--- src/rtl/input_debouncer_pkg.sv ---
// Shared types and constants for the input debouncer: channel FSM states and synchroniser depth.
package input_debouncer_pkg;

  typedef enum logic {
    IDLE     = 1'b0,
    COUNTING = 1'b1
  } db_state_t;

  localparam int SYNC_STAGES = 2;

endpackage

--- src/rtl/debounce_channel.sv ---
// One debounce channel: 2-flop synchroniser, IDLE/COUNTING FSM with stability counter,
// registered rise/fall pulses and, with DEBOUNCE_TOGGLE_EN, a push-on/push-off toggle.
module debounce_channel
  import input_debouncer_pkg::*;
#(
  parameter int STABLE_CYCLES = 4,
  parameter int CNT_BITS      = $clog2(STABLE_CYCLES + 1)
) (
  input  logic clk,
  input  logic reset,
  input  logic pin_in,
  output logic level_out,
  output logic rise_out,
  output logic fall_out,
  output logic busy_out
`ifdef DEBOUNCE_TOGGLE_EN
  ,
  output logic toggle_out
`endif
);

  localparam logic [CNT_BITS-1:0] CNT_MAX = CNT_BITS'(STABLE_CYCLES - 1);
  localparam logic [CNT_BITS-1:0] CNT_ONE = CNT_BITS'(1);

  logic [SYNC_STAGES-1:0] sync_q, sync_d;
  db_state_t              state_q, state_d;
  logic [CNT_BITS-1:0]    cnt_q, cnt_d;
  logic                   level_q, level_d;
  logic                   rise_q, rise_d;
  logic                   fall_q, fall_d;
  logic                   busy_q, busy_d;
  logic                   synced;
  logic                   accept;

  assign synced = sync_q[SYNC_STAGES-1];

  always_comb begin
    sync_d  = {sync_q[SYNC_STAGES-2:0], pin_in};
    state_d = state_q;
    cnt_d   = cnt_q;
    accept  = 1'b0;
    case (state_q)
      IDLE: begin
        cnt_d = '0;
        if (synced != level_q) begin
          // A one-cycle threshold accepts on the first mismatch without counting.
          if (STABLE_CYCLES == 1) begin
            accept = 1'b1;
          end else begin
            cnt_d   = CNT_ONE;
            state_d = COUNTING;
          end
        end
      end
      COUNTING: begin
        if (synced == level_q) begin
          cnt_d   = '0;
          state_d = IDLE;
        end else if (cnt_q == CNT_MAX) begin
          accept  = 1'b1;
          cnt_d   = '0;
          state_d = IDLE;
        end else begin
          cnt_d = cnt_q + CNT_ONE;
        end
      end
      default: begin
        cnt_d   = '0;
        state_d = IDLE;
      end
    endcase
    level_d = accept ? synced : level_q;
    rise_d  = accept & synced;
    fall_d  = accept & ~synced;
    busy_d  = (state_d == COUNTING);
  end

  always_ff @(posedge clk) begin
    if (reset) begin
      sync_q  <= '0;
      state_q <= IDLE;
      cnt_q   <= '0;
      level_q <= 1'b0;
      rise_q  <= 1'b0;
      fall_q  <= 1'b0;
      busy_q  <= 1'b0;
    end else begin
      sync_q  <= sync_d;
      state_q <= state_d;
      cnt_q   <= cnt_d;
      level_q <= level_d;
      rise_q  <= rise_d;
      fall_q  <= fall_d;
      busy_q  <= busy_d;
    end
  end

  assign level_out = level_q;
  assign rise_out  = rise_q;
  assign fall_out  = fall_q;
  assign busy_out  = busy_q;

`ifdef DEBOUNCE_TOGGLE_EN
  logic toggle_q, toggle_d;

  // Flips one cycle after each accepted press.
  always_comb toggle_d = toggle_q ^ rise_q;

  always_ff @(posedge clk) begin
    if (reset) toggle_q <= 1'b0;
    else       toggle_q <= toggle_d;
  end

  assign toggle_out = toggle_q;
`endif

endmodule

--- src/rtl/input_debouncer.sv ---
// Multi-channel pushbutton/switch conditioner: WIDTH independent debounce channels.
// Optional DEBOUNCE_TOGGLE_EN adds a per-channel push-on/push-off toggle_out port.
module input_debouncer
  import input_debouncer_pkg::*;
#(
  parameter int WIDTH         = 8,
  parameter int STABLE_CYCLES = 4
) (
  input  logic             clk,
  input  logic             reset,
  input  logic [WIDTH-1:0] pin_in,
  output logic [WIDTH-1:0] level_out,
  output logic [WIDTH-1:0] rise_out,
  output logic [WIDTH-1:0] fall_out,
  output logic             busy_out
`ifdef DEBOUNCE_TOGGLE_EN
  ,
  output logic [WIDTH-1:0] toggle_out
`endif
);

  localparam int CNT_BITS = $clog2(STABLE_CYCLES + 1);

  logic [WIDTH-1:0] busy_vec;

  for (genvar gi = 0; gi < WIDTH; gi++) begin : g_chan
    debounce_channel #(
      .STABLE_CYCLES(STABLE_CYCLES),
      .CNT_BITS     (CNT_BITS)
    ) u_chan (
      .clk       (clk),
      .reset     (reset),
      .pin_in    (pin_in[gi]),
      .level_out (level_out[gi]),
      .rise_out  (rise_out[gi]),
      .fall_out  (fall_out[gi]),
      .busy_out  (busy_vec[gi])
`ifdef DEBOUNCE_TOGGLE_EN
      ,
      .toggle_out(toggle_out[gi])
`endif
    );
  end

  assign busy_out = |busy_vec;

endmodule

--- config.mk ---
export PLATFORM = sky130hd
export DESIGN_NAME = input_debouncer
export DESIGN_NICKNAME = d
export VERILOG_FILES = /design/src/rtl/input_debouncer_pkg.sv /design/src/rtl/debounce_channel.sv /design/src/rtl/input_debouncer.sv
export SDC_FILE = /design/constraint.sdc
export NUM_CORES = 1
export LEC_CHECK = 0
export CAP_MARGIN = 20
export CORE_MARGIN = 2
export CORE_UTILIZATION = 45
export CTS_CLUSTER_SIZE = 8
export DETAILED_ROUTE_END_ITERATION = 6
export PLACE_DENSITY = 0.71
export SYNTH_ARGS = -nofsm -noshare
export SYNTH_HDL_FRONTEND = slang
export SYNTH_SLANG_ARGS = --single-unit
export TNS_END_PERCENT = 30
--- constraint.sdc ---
create_clock -name clk -period 1.85 [get_ports clk]
set_clock_uncertainty 0.05 [all_clocks]
set_input_delay 0.37 -clock clk [delete_from_list [all_inputs] [get_ports clk]]
set_output_delay 0.37 -clock clk [all_outputs]
set_load 0.03 [all_outputs]
==> run summary <==
PortBufs - 34
DRT antenna net count - 0
Area growth syn-to-layout - 16.9%
Clock Latency Late Sink - 0.34 ns
H-tree levels - 3
Routed length per instance - 11.2 um
Hold Fails Final Rpt - 0
Xor/xnor cell area share of the yosys netlist - 2.38%
Synth Instances - 249
Drt drc - 0
CTS tree - done
Final setup margin - 0.106 ns
CP Launch Type - flop
Root buffer cell - clkbuf_8
Synthesized Nets - 275
Largest family of logic cells by synthesized area - simple AND/OR/NAND/NOR gates
RePlAce Congestion - 0.696
Unrepaired setup endpoints after global routing - no
Drt first pass iters - 4
Seq pwr share - 51.9%
Worst reg2reg path startpoint - g_chan[4].u_chan.cnt_q[0]$_SDFF_PP0_
Slew margin rel. - 68.5%
Endpoints failing setup - 0
N_diodes - 0
Commonest non-fill, non-tap cell in the layout - dfxtp_1
Reg2Reg Setup Slack - 0.54 ns
Mux contribution to synthesized area - 0%
Area of placed instances - 3230 um^2
Final period util - 94.3%
Place WS - 0.0727 ns
GRT Total Usage - 12.3%
Detailed Route WL - 3.96 mm
Number of global-route vias before repair - 1640
Min Tclk post-route - 1.74 ns
Sw frac - 19.7%
Setup tns final - 0 ns
Syn_area_per_cell - 11.8 um^2
Final hold slack - 0.383 ns
Crit-path max FO - 2
Reg2Reg Depth - 4
CP Class - flop to output port
Post-DP HPWL - 2.70 mm
Die height - 84.9 um
Comb pwr share - 4.0%
Max Clk Rate - 573 MHz
Fin. max-slew vios - 0
Worst-case clock buffer depth - 2
FFs w/ async S/R, synth - 0%
Initial Util - 46.4%
Post-Synth Simple-Gate Area - 24.7%
Compound-Gate Fraction of Synth Area - 8.32%
Clk pwr share - 44.2%
Synth Flop Type - dfxtp_1
Clock slew at reported path FFs - 0.07 ns
Start point of the worst hold path - g_chan[3].u_chan.sync_q[0]$_SDFF_PP0_
Core area - 6350 um^2
Number of synthesized register bits - 72
Die ar. - 7210 um^2
Max IR drop VDD - 0.000458 V
Die Span X - 84.9 um
Cell Area, Synth - 2950 um^2
Layout cell share with drive strength beyond 1 - 22.4%
Post-Synth Adder-Cell Area - 6.79%
Max Cap Violations - 0
Seq/Total Area, Yosys - 48.9%
Grt ovf - 0
WHS Path Cells - 1
First-pass GRT wire length - 6.94 mm
Design Power - 0.00307 W
Cell internal pwr - 0.00246 W
Via count - 1721
Post-synth EDFFs - 0
I/O pins - 35
R2r endpoint - g_chan[4].u_chan.cnt_q[0]$_SDFF_PP0_
CP Capture Type - output port
CTS Buf Count - 9
Ys Warns - 0
DR iter-0 viols - 67
Synth cell types - 28
Pwr/cell area - 891 nW/um^2
Hold crit path type - flop to flop
Most frequent cells in the layout - dfxtp_1 (72), clkdlybuf4s50_1 (24), ha_1 (16)
Initial antenna violation count - 0
Worst slew pin tran - 0.469 ns
Req. time, crit path - 1.43 ns
Finished Cell Area - 3440 um^2
Fin nets - 299
Sink Count - 72
Lkg Pwr - 1.41 nW
Min-Delay Endpoint - g_chan[3].u_chan.sync_q[1]$_SDFF_PP0_
Number of vias per cell - 4.86
Run status - finished, final reports clean
P_sw - 0.000605 W
Largest net degree at the start of global routing - 57
Row count - 29
Crit path DAT - 1.32 ns
==> worst max path at each step <==
stage | startpoint | to | depth (start not counted)
6_report | g_chan[7].u_chan.state_q$_SDFF_PP0_ | busy_out | 3
5_1_grt | g_chan[7].u_chan.state_q$_SDFF_PP0_ | busy_out | 3
4_1_cts | g_chan[7].u_chan.state_q$_SDFF_PP0_ | busy_out | 3
3_5_place_dp | g_chan[7].u_chan.state_q$_SDFF_PP0_ | busy_out | 3
3_3_place_gp | g_chan[7].u_chan.state_q$_SDFF_PP0_ | busy_out | 3
2_1_floorplan | g_chan[6].u_chan.state_q$_SDFF_PP0_ | busy_out | 2
==> cell usage after synthesis, types with 5 or more instances <==
library cell / n / share of area, %
dfxtp_1: 72 / 49
a21bo_2: 8 / 2.7
nand3b_4: 5 / 3.4
buf_4: 24 / 6.1
nor2b_1: 12 / 2.5
ha_1: 16 / 6.8
nor3b_2: 10 / 4.2
a21oi_1: 8 / 1.4
nand2b_1: 8 / 1.7
inv_1: 8 / 1.0
nand3_1: 8 / 1.4
nor4b_2: 6 / 3.1
xnor2_1: 8 / 2.4
nor4_1: 7 / 1.5
nor4b_1: 6 / 1.8
==> logic make-up (layout without fill, tap and decap cells) <==
| group | Yosys count | count (layout) |
|---|---|---|
| xor gates and xnor gates | 8 | 8 |
| DFF | 72 | 72 |
| AOI/OAI and AO/OA | 30 | 30 |
| adders and majority gates | 16 | 16 |
| and+or+nand+nor | 85 | 85 |
| buffers and inverters | 38 | 66 |
==> power groups by stage <==
stage | clock network, W | logic [W] | registers [W]
after floorplan | 0 | 0.0000793 | 0.00163
after global placement | 0 | 0.000122 | 0.00163
after detailed placement | 0 | 0.000123 | 0.00163
after CTS | 0.00140 | 0.000123 | 0.00159
after global routing | 0.00147 | 0.000134 | 0.00159
final | 0.00136 | 0.000121 | 0.00159
==> registers in the layout, indices dropped and copies added, names as in the netlist <==
name and flops:
g_chan.u_chan.cnt_q 24, g_chan.u_chan.fall_out 8, g_chan.u_chan.level_out 8, g_chan.u_chan.rise_out 8, g_chan.u_chan.state_q 8, g_chan.u_chan.sync_q 16
==> worst max-delay path, stage by stage, from the launching register on <==
cell	delay, ns
dfxtp_1	0.32
nor4_2	0.28
nand2_1	0.10
clkdlybuf4s15_2	0.29
==> through the flow <==
step,std cells,utilization (%)
2_1_floorplan,249,-
3_3_place_gp,339,50.8
3_5_place_dp,339,50.8
4_1_cts,354,54.2
5_1_grt,354,54.2
6_report,354,54.2
==> metal layers <==
metal	part of all wire (%)	track usage [%]
met2	44	18.3
met1	49	14.7
met5	0	0
met4	3.3	9.52
met3	4.1	3.89
==> area by class of cell <==
type	count	area (um^2)
Fill cell	559	2910
Multi-Input combinational cell	139	1250
Timing Repair Buffer	43	407
Clock inverter	3	65.1
Clock buffer	12	155
Inverter	8	30.0
Sequential cell	72	1440
Tap cell	77	96.3
==> repair_timing <==
item,4_1_cts,5_1_grt
setup endpoints to repair,9,0
setup buffers,0,0
hold buffers,0,0
gates resized for setup,12,0
(Power assumes the default switching activity.)
